<file path="src/rtl/demux_sched_pkg.sv">
// Shared types and helpers for the demux burst scheduler and its arbiter.
package demux_sched_pkg;

  localparam int NUM_SINKS = 4;
  localparam int SEL_W     = 2;

  typedef enum logic {IDLE, GRANT} state_t;

  function automatic logic [NUM_SINKS-1:0] onehot(input logic [SEL_W-1:0] idx);
    onehot      = '0;
    onehot[idx] = 1'b1;
  endfunction

  // Lowest set bit wins; intended for one-hot inputs.
  function automatic logic [SEL_W-1:0] index(input logic [NUM_SINKS-1:0] oh);
    index = '0;
    for (int i = NUM_SINKS - 1; i >= 0; i--) begin
      if (oh[i]) index = SEL_W'(i);
    end
  endfunction

endpackage

</file>
<file path="src/rtl/rr_arbiter4.sv">
// Combinational 4-way round-robin pick: searches ptr+1, ptr+2, ptr+3, ptr.
module rr_arbiter4
  import demux_sched_pkg::*;
(
  input  logic [NUM_SINKS-1:0] req,
  input  logic [SEL_W-1:0]     ptr,
  output logic [SEL_W-1:0]     gnt_idx,
  output logic                 gnt_any
);

  logic [SEL_W-1:0] cand;

  // Walk the order from lowest priority up so the highest-priority hit is written last.
  always_comb begin
    gnt_any = |req;
    gnt_idx = '0;
    cand    = '0;
    for (int i = NUM_SINKS; i >= 1; i--) begin
      cand = ptr + SEL_W'(i);
      if (req[cand]) gnt_idx = cand;
    end
  end

endmodule

</file>
<file path="src/rtl/demux_burst_scheduler.sv">
// Round-robin burst scheduler driving a 1-to-4 demux select/enable and the source handshake.
module demux_burst_scheduler
  import demux_sched_pkg::*;
#(
  parameter int BURST = 4,
  localparam int CNT_W = $clog2(BURST + 1)
) (
  input  logic                 clk,
  input  logic                 rst,
  input  logic [NUM_SINKS-1:0] req,
  input  logic                 in_valid,
  output logic                 in_ready,
  output logic [SEL_W-1:0]     S,
  output logic                 En,
  output logic [NUM_SINKS-1:0] grant,
  output logic [NUM_SINKS-1:0] out_valid,
  output logic                 busy
);

  // Handshake: a bit moves from source to sink S exactly in cycles where
  // in_valid && in_ready; in_ready follows the granted sink's req with no delay.

  state_t           state;
  logic [CNT_W-1:0] cnt;
  logic [SEL_W-1:0] ptr;
  logic [SEL_W-1:0] arb_idx;
  logic             arb_any;
  logic             beat;

  rr_arbiter4 u_arb (
    .req     (req),
    .ptr     (ptr),
    .gnt_idx (arb_idx),
    .gnt_any (arb_any)
  );

  assign in_ready  = (state == GRANT) && req[S];
  assign beat      = in_valid && in_ready;
  assign out_valid = grant & {NUM_SINKS{beat}};

  always_ff @(posedge clk) begin
    if (rst) begin
      state <= IDLE;
      En    <= 1'b1;
      S     <= '0;
      grant <= '0;
      busy  <= 1'b0;
      cnt   <= '0;
      ptr   <= SEL_W'(NUM_SINKS - 1);
    end else begin
      case (state)
        IDLE: begin
          if (arb_any) begin
            S     <= arb_idx;
            grant <= onehot(arb_idx);
            En    <= 1'b0;
            busy  <= 1'b1;
            cnt   <= '0;
            ptr   <= arb_idx;
            state <= GRANT;
          end
        end
        GRANT: begin
          // Stalls simply hold everything; the burst only closes on its last beat.
          if (beat) begin
            if (cnt == CNT_W'(BURST - 1)) begin
              state <= IDLE;
              En    <= 1'b1;
              grant <= '0;
              busy  <= 1'b0;
              cnt   <= '0;
            end else begin
              cnt <= cnt + CNT_W'(1);
            end
          end
        end
        default: state <= IDLE;
      endcase
    end
  end

endmodule

</file>
<file path="config.mk">
export PLATFORM = sky130hd
export DESIGN_NAME = demux_burst_scheduler
export DESIGN_NICKNAME = d
export VERILOG_FILES = /design/src/rtl/demux_sched_pkg.sv /design/src/rtl/rr_arbiter4.sv /design/src/rtl/demux_burst_scheduler.sv
export SDC_FILE = /design/constraint.sdc
export NUM_CORES = 1
export LEC_CHECK = 0
export ABC_AREA = 1
export CORE_MARGIN = 2
export CORE_UTILIZATION = 35
export DETAILED_ROUTE_END_ITERATION = 7
export HOLD_SLACK_MARGIN = 0.15
export PLACE_DENSITY = 0.68
export SLEW_MARGIN = 25
export SYNTH_ARGS = -nofsm -noshare
export SYNTH_HDL_FRONTEND = slang
export SYNTH_SLANG_ARGS = --single-unit
</file>
<file path="constraint.sdc">
create_clock -name clk -period 2.8 [get_ports clk]
set_clock_uncertainty 0.1 [all_clocks]
set_input_delay 0.28 -clock clk [delete_from_list [all_inputs] [get_ports clk]]
set_output_delay 0.28 -clock clk [all_outputs]
set_load 0.05 [all_outputs]
</file>
---- Word level (Yosys, flattened, before mapping) ----
Cells that the tools add are included.
operators by class
  $add $sub $neg .......................... 4
  magnitude comparators ................... 7
  equality and inequality tests ........... 4
  mux-type cells .......................... 36
  bitwise operators ....................... 2
  reductions and logical operators ........ 7
operator list
  cell                 count
  $lt 2x3->1 const B   6
  $mux 1               15
  $mux 4               3
  $bmux 1 s2           5
  $mux 3               3
  $mux 2               4
  $pmux 4 s2           1
  $pmux 1 s2           3
  $pmux 3 s2           1
  $add 2x2->2 const B  2
  $and 4x4->4          1
  $ne 2x1->1 const B   2
  $reduce_and 2->1     2
  $reduce_or 4->1      1
  $add 3x1->3 const B  1
  $eq 3x2->1 const B   1
  $logic_and 1x1->1    3
  $reduce_and 3->1     1
  $add 2x1->2 const B  1
  $demux 1 s2          1
  $ge 2x1->1 const B   1
  $ne 2x2->1 const B   1
  $not 1->1            1
storage, ports and cells
  bits in registers ....................... 14
  input bits .............................. 7
  output and inout bits ................... 13

---- Logic depth before layout (Yosys ltp) ----
Gate-level depths: netlist (run 1).
  depth after elaboration ................. 12
  mapped depth ............................ 12
  depth with buffers taken out ............ 12

---- Hierarchy ----
A second synthesis (run 1) with hierarchy kept.
second synthesis, totals
  cells, all modules ...................... 142
  area, all modules ....................... 955.9 µm²
by module, submodules not included
  module                 instances  cells an instance  area an instance (µm²)  seq. area each (µm²)
  demux_burst_scheduler  1          91                 689.4                   280.3
  rr_arbiter4            1          51                 266.5                   0.0

---- Worst setup path before layout (run 1) ----
OpenSTA, ideal clock, no wires.
  kind .................................... flip-flop to flip-flop
  start ................................... register S[0]
  end ..................................... register cnt[1]
  library setup time ...................... 0.071 ns
  arrival time ............................ 2.025 ns
  setup slack ............................. 0.604 ns
  cell stages (with the launch flop) ...... 5
  path buffers ............................ 0
  period minus slack after synthesis ...... 2.196 ns
  path through ............................ dfxtp_1 > o211ai_1 > a21oi_1 > nand3_1 > a21oi_1
on the way
  longest elaborated chain between the ends .. 6
RTL lines
  what                          line                         text
  start: declaration            demux_burst_scheduler.sv:13  output logic [SEL_W-1:0] S,
  start signal: assignment      demux_burst_scheduler.sv:54  S <= arb_idx;
  $bmux 1 s2                    demux_burst_scheduler.sv:37  assign in_ready = (state == GRANT) && req[S];
  $mux 1 (not written as such)  demux_burst_scheduler.sv:37
  $logic_and 1x1->1             demux_burst_scheduler.sv:37
  via in_ready                  demux_burst_scheduler.sv:12  output logic in_ready,
  $logic_and 1x1->1             demux_burst_scheduler.sv:38  assign beat = in_valid && in_ready;
  $ne 2x1->1 (no line)          -
  $reduce_and 2->1 (no line)    -
  end signal: assignment        demux_burst_scheduler.sv:73  cnt <= cnt + CNT_W'(1);
  end: declaration              demux_burst_scheduler.sv:24  logic [CNT_W-1:0] cnt;
The timed path passes the listed nets, and every way through them passes these cells. The select of a mux whose other input is x is not followed.
A chain may end at the register's enable or synchronous reset.

---- Final worst setup path (run 1) ----
  start ................................... input req[1]
  end ..................................... output out_valid[0]
on the way
  longest elaborated chain between the ends .. 5
RTL lines
  what                          line                         text
  start: declaration            demux_burst_scheduler.sv:10  input logic [NUM_SINKS-1:0] req,
  $bmux 1 s2                    demux_burst_scheduler.sv:37
  $mux 1 (not written as such)  demux_burst_scheduler.sv:37
  $logic_and 1x1->1             demux_burst_scheduler.sv:37
  $logic_and 1x1->1             demux_burst_scheduler.sv:38
  $and 4x4->4                   demux_burst_scheduler.sv:39  assign out_valid = grant & {NUM_SINKS{beat}};
  end: declaration              demux_burst_scheduler.sv:16  output logic [NUM_SINKS-1:0] out_valid,
No other way between the ends. The select of a mux whose other input is x is not followed.

==> impl_metrics.ini, run 1 <==
[floorplanning]
num_io_pins = 20
row_count = 17
core_um2 = 2170
dieWidth_um = 51.6
initial_core_util_pct = 36.6
fp.dieH_um = 51.6
floorplan.die_area_um2 = 2670

[route]
post_drt_wl_per_cell_um = 9.39
finalWirelength_um = 1700
route.vias.total = 859
route.detailed.drc = 0
wirelength_met1_um = 830
first_pass_iters = 3
met3_layer_wire_length_in_the_routed_design_um = 66
detail_routed_via_count_per_cell = 4.75
route.antenna.remaining_nets = 0
route.met2.wl_um = 790
detail_route.iter0.violations = 4
route.top_layer_used = met4

[power]
vdd_ir_drop_max_mv = 0.379
netSwitchingPower_mw = 0.303
clock_share_of_power_pct = 20.0
comb_power_share_pct = 44.5
power.switching_fraction_pct = 42.4
cell_internal_pwr_mw = 0.411
total_leakage_power_nw = 0.531
pwr-share-seq_pct = 35.5
p_per_area_nw_per_um2 = 687

[timing]
hold_violation_count_in_the_final_report = 0
setup_violations = 0
timing_worst_slew_pin_value_ns = 0.505
maxSlewViolCount = 0
period_minus_slack_ns = 2.09
part_of_the_cycle_the_worst_path_needs_pct = 74.6
fmax_ghz = 0.479
tns_ns = 0
timing.slew.headroom_pct = 66.2
grt_setup_unrepaired = false
worst_slack_ns = 0.712

[global_route]
grt_antenna_before_repair = 0
first_pass_grt_wire_length_um = 3040
via_count_of_the_first_global_routing_pass = 765
grt_start_max_net_pins = 10
overflow = 0
globalRouteTotalUtil_pct = 14.5

[critical_path]
critical_path.reg2reg.startpoint = ptr[0]
reg2reg_depth = 11
worstSetupStartpoint = req[1]
critPathKind = in2out
arrival_ns = 1.71
worst_ep_required_time_ns = 2.42
worst_reg_to_reg_setup_slack_ns = 1.17
endpoint = out_valid[0]
worst-path-max-fanout = 6
critical_path.reg2reg.endpoint = ptr[0]
startpoint_type_of_the_worst_setup_path = primary input
cp-end-kind = output pin

[synth]
yosys.area.top_type_share_pct = 35.3
netlist_instances = 131
seq_area_frac_synth_pct = 35.3
syn_area_um2 = 795
syn_nets = 139
synth-warning-count = 0
avgSynthCellArea_um2 = 6.06
leading_cell_types_by_total_area_after_synthesis = sky130_fd_sc_hd__dfxtp_1 (35%), sky130_fd_sc_hd__nand2_1 (23%), sky130_fd_sc_hd__inv_1 (10%), sky130_fd_sc_hd__a21oi_1 (7.6%), sky130_fd_sc_hd__nor2_1 (4.7%)
number_of_distinct_library_cells_after_synthesis = 14
synth_seq_cells = 14
synth_largest_area_cell = sky130_fd_sc_hd__dfxtp_1

[clock_network]
path_clk_slew_ns = 0.08
worstSkewPairLatency_ns = 0.28
ctsLongestPathBuffers = 2
post_cts.repair.setup_buffers = 0
clock_sinks = 14
htreeDepth = 1
hold_buffers = 0
numCtsBuffers = 3
cts.repair.resized = 0
cts_tree = built
ctsRootBufferMaster = sky130_fd_sc_hd__clkbuf_4

[placement]
place.detailed.hpwl_um = 1370
placement.io_buffers = 19
place_congestion = 0.765
dpl.cell_count = 177
place_ws_ns = 0.717

[cells_and_area]
multi_input_area_um2 = 423
layout.nets = 162
fill_cells = 242
area.growth.synth_to_final_pct = 30.7
ff_latch_area_um2 = 280
ratio_of_cells_with_drive_above_1_in_the_final_layout_pct = 9.15
finalNonFillerCells = 181
diodes = 0

[flow_run]
max-cap-violations = 0

[hold_path]
worst_hold_path.num_cells = 2
hold_path_class = reg2reg
timing.hold.worst.start = En

[outcome]
outcome = finished clean
cells in the mapped netlist (all sizes together):
master  number
dfxtp       14
ha           1
nand4        3
o21ai        4
nand3        9
inv         23
buf          1
o211ai       3
nand2       51
nor2        10
a21oi       12
per-stage QoR:
| step | total power, mW | util, % | hold WS, ns | instance area (um^2) |
|---|---|---|---|---|
| 6_report | 0.714 | 47.9 | 0.361 | 1040 |
| 5_1_grt | 0.778 | 47.9 | 0.407 | 1040 |
| 4_1_cts | 0.724 | 47.9 | 0.357 | 1040 |
| 3_5_place_dp | 0.577 | 46.2 | 0.343 | 1000 |
| 3_3_place_gp | 0.573 | 46.2 | 0.334 | 1000 |
| 2_1_floorplan | 0.491 | - | 0.321 | 795 |
power groups by stage:
stage               clock [mW]  combinational, mW  sequential (mW)
finish                   0.143              0.318            0.254
global route             0.161              0.359            0.258
CTS                      0.151              0.321            0.253
detailed placement           0              0.320            0.257
global placement             0              0.316            0.257
floorplan                    0              0.172            0.319
state kept, by name (all words and copies together), names as in the netlist:
signal	count
ptr	2
state	1
En	1
S	2
cnt	3
grant	4
busy	1
worst max-delay path, cell delays in order:
cell	delay (ns)
sky130_fd_sc_hd__clkdlybuf4s50_1	0.47
sky130_fd_sc_hd__inv_1	0.08
sky130_fd_sc_hd__a21oi_1	0.11
sky130_fd_sc_hd__o21ai_0	0.11
sky130_fd_sc_hd__nand2_1	0.10
sky130_fd_sc_hd__nand3_1	0.20
sky130_fd_sc_hd__nor2_1	0.15
sky130_fd_sc_hd__buf_4	0.21
cell type report:
cell class	count	area share, %
multi-input cells	93	40.7
repair buffers	19	17.1
flip-flops and latches	14	27.0
inverters	23	8.31
well taps	28	3.37
clock buffers	4	3.49
worst min-delay path by stage:
stage | endpoint | slack (ns)
CTS | cnt[2] | 0.36
detailed placement | cnt[2] | 0.34
global placement | cnt[2] | 0.33
floorplan | cnt[2] | 0.32
global route | En | 0.41
finish | En | 0.36
placed cells by master (no fill, tap or decap):
cell	synthesis	final
sky130_fd_sc_hd__nor2_1	10	10
sky130_fd_sc_hd__clkbuf_8	0	1
sky130_fd_sc_hd__inv_1	22	22
sky130_fd_sc_hd__o21ai_0	4	4
sky130_fd_sc_hd__o211ai_1	3	3
sky130_fd_sc_hd__ha_1	1	1
sky130_fd_sc_hd__nand2_2	2	2
sky130_fd_sc_hd__inv_2	1	1
sky130_fd_sc_hd__nand3_1	7	7
sky130_fd_sc_hd__clkdlybuf4s50_1	0	14
sky130_fd_sc_hd__nand2_1	49	49
sky130_fd_sc_hd__dfxtp_1	14	14
sky130_fd_sc_hd__nand4_1	3	3
sky130_fd_sc_hd__clkbuf_4	0	3
sky130_fd_sc_hd__buf_4	0	5
sky130_fd_sc_hd__a21oi_1	12	12
sky130_fd_sc_hd__nand3_2	2	2
cell families (layout without fill, tap and decap cells):
group / after synthesis / after routing / share of synthesized area [%]
AOI/OAI and AO/OA: 19 / 19 / 12.9
DFF: 14 / 14 / 35.3
adders and majority gates: 1 / 1 / 1.57
and+or+nand+nor: 73 / 73 / 38.7
buffers and inverters: 24 / 46 / 11.5
per-layer routing:
| metal | GRT usage (%) | vias to the layer above |
|---|---|---|
| met4 | 2.63 | 0 |
| met1 | 18.2 | 385 |
| met2 | 25.2 | 14 |
| met5 | 0 | - |
| li1 | - | 458 |
| met3 | 3.74 | 2 |
No activity file was read; power rests on OpenSTA's default activity.
==> run 2, diff against run 1 <==
PLACE_DENSITY = 0.71   (was 0.68)
clock period = 1.9 ns   (was 2.8 ns; I/O delays follow)
==> run 2 against run 1 <==
  * Combinational power rose by 69%
  * Design area rose by 15%
  * Routed wire length rose by 11%
  * Critical endpoint is now S[0]
  * Via count rose by 2.6%
  * Critical path type is now reg2out
  * Register-to-register slack got worse by 0.92 ns
  * Largest cell class unchanged
==> impl_metrics.ini, run 2 (synthesis gave the netlist of run 1 again) <==
[critical_path]
worst_ep_required_time_ns = 1.61
critPathSlowestCell = sky130_fd_sc_hd__clkdlybuf4s50_1
worst-path-max-fanout = 6
critical_path.reg2reg.startpoint = ptr[0]
cp_top_family = buffers and inverters
worst_reg_to_reg_setup_slack_ns = 0.25
cpPeakStageDelay_ns = 0.85
startpoint_type_of_the_worst_setup_path = flop
arrival_ns = 1.55
cp_cell_sequence = clkdlybuf4s50_1
cp-end-kind = output pin
cp_num_buf_inv = 1
critPathKind = reg2out
reg2reg_depth = 11
critical_path.reg2reg.endpoint = ptr[0]

[placement]
placement.io_buffers = 19
place.detailed.hpwl_um = 1500
place_congestion = 0.774
dpl.cell_count = 183

[cells_and_area]
finalNonFillerCells = 188
top_register = grant
max_ffs_per_register = 4
layout_commonest_cell = sky130_fd_sc_hd__nand2_1
ratio_of_cells_with_drive_above_1_in_the_final_layout_pct = 17.5
layout.nets = 169
layout.cells.most_common_list = sky130_fd_sc_hd__nand2_1 (49), sky130_fd_sc_hd__inv_1 (21), sky130_fd_sc_hd__dfxtp_1 (14), sky130_fd_sc_hd__clkdlybuf4s50_1 (14), sky130_fd_sc_hd__a21oi_1 (10)
reg.largest.list = grant: 4 flops, cnt: 3 flops
diodes = 0
area.growth.synth_to_final_pct = 50.4
fill_cells = 225

[timing]
fmax_ghz = 0.542
setup_violations = 0
hold_violation_count_in_the_final_report = 0
timing.slew.headroom_pct = 66.3
period_minus_slack_ns = 1.84
maxSlewViolCount = 0
grt_setup_unrepaired = true
tns_ns = 0
part_of_the_cycle_the_worst_path_needs_pct = 97.0
timing_worst_slew_pin_value_ns = 0.504

[route]
route.detailed.drc = 0
detail_routed_via_count_per_cell = 4.69
finalWirelength_um = 1890
detail_route.iter0.violations = 25
first_pass_iters = 5
post_drt_wl_per_cell_um = 10.1
route.antenna.remaining_nets = 0
route.vias.total = 881

[floorplanning]
core_um2 = 2170
dieWidth_um = 51.6
row_count = 17
num_io_pins = 20
initial_core_util_pct = 36.6
floorplan.die_area_um2 = 2670
fp.dieH_um = 51.6

[hold_path]
timing.hold.worst.start = cnt[2]
hold_path_class = reg2reg
min_to = cnt[2]
worst_hold_path.num_cells = 2

[power]
total_leakage_power_nw = 0.579
finalPower_mw = 1.12
vdd_ir_drop_max_mv = 0.607
p_per_area_nw_per_um2 = 941

[clock_network]
ctsRootBufferMaster = sky130_fd_sc_hd__clkbuf_4
worstSkewPairLatency_ns = 0.28
htreeDepth = 1
path_clk_slew_ns = 0.08
clock_sinks = 14
cts_tree = built
numCtsBuffers = 3
hold_buffers = 0
ctsLongestPathBuffers = 2

[global_route]
globalRouteTotalUtil_pct = 15.9
via_count_of_the_first_global_routing_pass = 797
grt.met2_usage_pct = 26.9
grt_antenna_before_repair = 0
grt_util_met3_pct = 4.31
grtUsageMet1_pct = 20.0
grt_busiest_layer = met2
grt_start_max_net_pins = 10
first_pass_grt_wire_length_um = 3250
overflow = 0

[outcome]
outcome = finished clean

[flow_run]
max-cap-violations = 0
==> run 2: metal layers <==
| metal | vias up | share of wire [%] |
|---|---|---|
| met4 | 0 | 0.63 |
| met5 | - | 0 |
| met3 | 2 | 4.2 |
| met1 | 392 | 46 |
| met2 | 22 | 49 |
| li1 | 465 | - |
==> run 2: power breakdown <==
group          total, mW  switching [mW]  leakage, nW  internal, mW
sequential         0.375          0.0399        0.116         0.335
clock              0.213          0.0969       0.0210         0.117
combinational      0.536           0.344        0.443         0.192
==> run 2: what timing repair did <==
item | in CTS | in global routing
endpoints found under the setup margin | 3 | 5
resized for setup | 0 | 8
setup buffers | 0 | 1
==> run 2: metrics by stage <==
stage          hold slack (ns)  worst slack (ns)  area, um^2  utilization (%)
3_3_place_gp             0.331            0.0349        1120             51.8
4_1_cts                  0.354          -0.00815        1160             53.5
6_report                 0.352            0.0566        1190             55.1
3_5_place_dp             0.341           0.00352        1120             51.8
2_1_floorplan            0.258           -0.0879         808                -
5_1_grt                  0.381           -0.0172        1190             55.1
==> run 2: layout make-up <==
class	instances	area, um^2	area share, %
Timing Repair Buffer	26	297	24.8
Multi-Input combinational cell	93	460	38.5
Inverter	23	86.3	7.23
Sequential cell	14	280	23.5
Clock buffer	4	36.3	3.04
Tap cell	28	35.0	2.93
==> run 2: how the worst max path moves through the flow <==
| stage | endpoint | from | depth (start not counted) | slack (ns) |
|---|---|---|---|---|
| after floorplan | out_valid[0] | S[0] | 4 | -0.09 |
| after global placement | out_valid[0] | req[1] | 9 | 0.03 |
| after detailed placement | out_valid[0] | req[1] | 9 | 0.004 |
| after CTS | out_valid[0] | req[1] | 9 | -0.008 |
| after global routing | out_valid[3] | req[1] | 9 | -0.02 |
| final | S[0] | S[0] | 1 | 0.06 |
==> run 3, diff against run 2 <==
DONT_BUFFER_PORTS = 1   (was default)
PLACE_DENSITY = 0.59   (was 0.71)
TNS_END_PERCENT = 10   (was default)
==> run 3 against run 2 <==
  * Power is 9.8% lower
  * Die area stayed put
  * Design area is 12% lower
  * Combinational power is 12% lower
  * Hold slack worse by 0.13 ns
  * Sequential share of layout area is 3.1 points higher
  * Clock power is 24% lower
  * Via count is 4.0% lower
  * First-iteration DRC count is 40% lower
  * Fmax is 4.4% higher
  * Core utilization is 6.5 points lower
==> impl_metrics.ini, run 3 (synthesis gave the netlist of run 1 again) <==
[timing]
timing.slew.headroom_pct = 66.4
worst_slack_ns = 0.135
tns_ns = 0
grt_setup_unrepaired = false
fmax_ghz = 0.567
hold_violation_count_in_the_final_report = 0
timing_worst_slew_pin_value_ns = 0.503
setup_violations = 0
maxSlewViolCount = 0
period_minus_slack_ns = 1.77
part_of_the_cycle_the_worst_path_needs_pct = 92.9

[critical_path]
arrival_ns = 1.48
critical_path.reg2reg.endpoint = ptr[0]
worst_ep_required_time_ns = 1.61
critical_path.reg2reg.startpoint = ptr[0]
reg2reg_depth = 11
worst_reg_to_reg_setup_slack_ns = 0.26
startpoint_type_of_the_worst_setup_path = flop
critPathKind = reg2out
cp-end-kind = output pin
worst-path-max-fanout = 6

[cells_and_area]
max_ffs_per_register = 4
top_register = grant
ratio_of_cells_with_drive_above_1_in_the_final_layout_pct = 17.7
layout_commonest_cell = sky130_fd_sc_hd__nand2_1
area.growth.synth_to_final_pct = 32.6
diodes = 0
fill_cells = 230
final_core_util_pct = 48.6
layout.cells.most_common_list = sky130_fd_sc_hd__nand2_1 (49), sky130_fd_sc_hd__inv_1 (22), sky130_fd_sc_hd__dfxtp_1 (14)
reg.largest.list = grant: 4 flops, cnt: 3 flops
layout.nets = 157

[route]
route.detailed.drc = 0
route.vias.total = 846
route.antenna.remaining_nets = 0
first_pass_iters = 4
detail_routed_via_count_per_cell = 4.83
detail_route.iter0.violations = 15
finalWirelength_um = 1820
post_drt_wl_per_cell_um = 10.4

[global_route]
globalRouteTotalUtil_pct = 15.4
grt_start_max_net_pins = 10
grt_antenna_before_repair = 0
grt_util_met3_pct = 4.60
grt.met2_usage_pct = 26.3
first_pass_grt_wire_length_um = 3070
grtUsageMet1_pct = 17.2
via_count_of_the_first_global_routing_pass = 782
grt_busiest_layer = met2
overflow = 0

[clock_network]
cts_tree = built
ctsRootBufferMaster = sky130_fd_sc_hd__clkbuf_4
htreeDepth = 1
path_clk_slew_ns = 0.08
worstSkewPairLatency_ns = 0.28
numCtsBuffers = 3
ctsLongestPathBuffers = 2
clock_sinks = 14

[placement]
place_congestion = 0.786
placement.io_buffers = 0
place_ws_ns = 0.268
place.detailed.hpwl_um = 1450

[hold_path]
timing.hold.worst.start = req[0]
min_to = cnt[1]
worst_hold_path.num_cells = 4
hold_path_class = in2reg

[outcome]
outcome = finished clean

[power]
total_leakage_power_nw = 0.529
vdd_ir_drop_max_mv = 0.478
p_per_area_nw_per_um2 = 962

[floorplanning]
num_io_pins = 20
fp.dieH_um = 51.6
row_count = 17
dieWidth_um = 51.6
core_um2 = 2170
initial_core_util_pct = 36.6
floorplan.die_area_um2 = 2670

[flow_run]
max-cap-violations = 0
[run 3: changes by cell type in the layout (fill, tap and decap cells not counted), sizes merged]
cell           change
clkbuf             -1
clkdlybuf4s50     -14
dlygate4sd3        +2
[run 3: what timing repair did]
action | in CTS | in global routing
endpoints found under the setup margin | 4 | 4
buffers inserted | 0 | 1
hold endpoints to repair | 14 | 0
hold buffers | 2 | 0
gates resized for setup | 1 | 6
pin swaps | 0 | 2
[run 3: worst max path at each step]
stage / slack [ns] / startpoint / end
3_3_place_gp: 0.31 / ptr[0] / ptr[0]
4_1_cts: 0.06 / S[0] / out_valid[2]
3_5_place_dp: 0.27 / S[0] / out_valid[2]
2_1_floorplan: -0.09 / S[0] / out_valid[0]
6_report: 0.13 / S[0] / out_valid[2]
5_1_grt: 0.005 / S[0] / out_valid[2]
[run 3: per-layer routing]
| metal | wire length, um | up-vias |
|---|---|---|
| met1 | 810 | 369 |
| li1 | - | 442 |
| met5 | 0 | - |
| met4 | 34 | 0 |
| met3 | 126 | 5 |
| met2 | 851 | 30 |
[run 3: stage by stage]
step	total power, mW	instance area, um^2	instances	hold WS, ns
floorplan	0.730	808	131	0.258
global placement	0.825	971	169	0.161
detailed placement	0.833	971	169	0.163
CTS	1.00	1020	174	0.183
global route	1.10	1050	175	0.258
finish	1.01	1050	175	0.226
[run 3: layout make-up]
cell class	instances	area, um^2	area share (%)
clock buffers	3	22.5	2.14
inverters	23	86.3	8.19
multi-input cells	93	469	44.5
flip-flops and latches	14	280	26.6
well taps	28	35.0	3.33
repair buffers	14	160	15.2
[run 3: power by group]
group / internal, mW / leakage (nW) / switching [mW] / total, mW
registers: 0.335 / 0.116 / 0.0469 / 0.381
clock network: 0.0735 / 0.0138 / 0.0889 / 0.162
logic: 0.145 / 0.399 / 0.325 / 0.470
[run 3: critical path: stages, from the launching register on]
cell and delay [ns]:
sky130_fd_sc_hd__dfxtp_1 0.35, sky130_fd_sc_hd__a21oi_1 0.15, sky130_fd_sc_hd__o21ai_1 0.10, sky130_fd_sc_hd__nand2_1 0.14, sky130_fd_sc_hd__nand3_4 0.16, sky130_fd_sc_hd__nor2_4 0.15, sky130_fd_sc_hd__buf_12 0.14
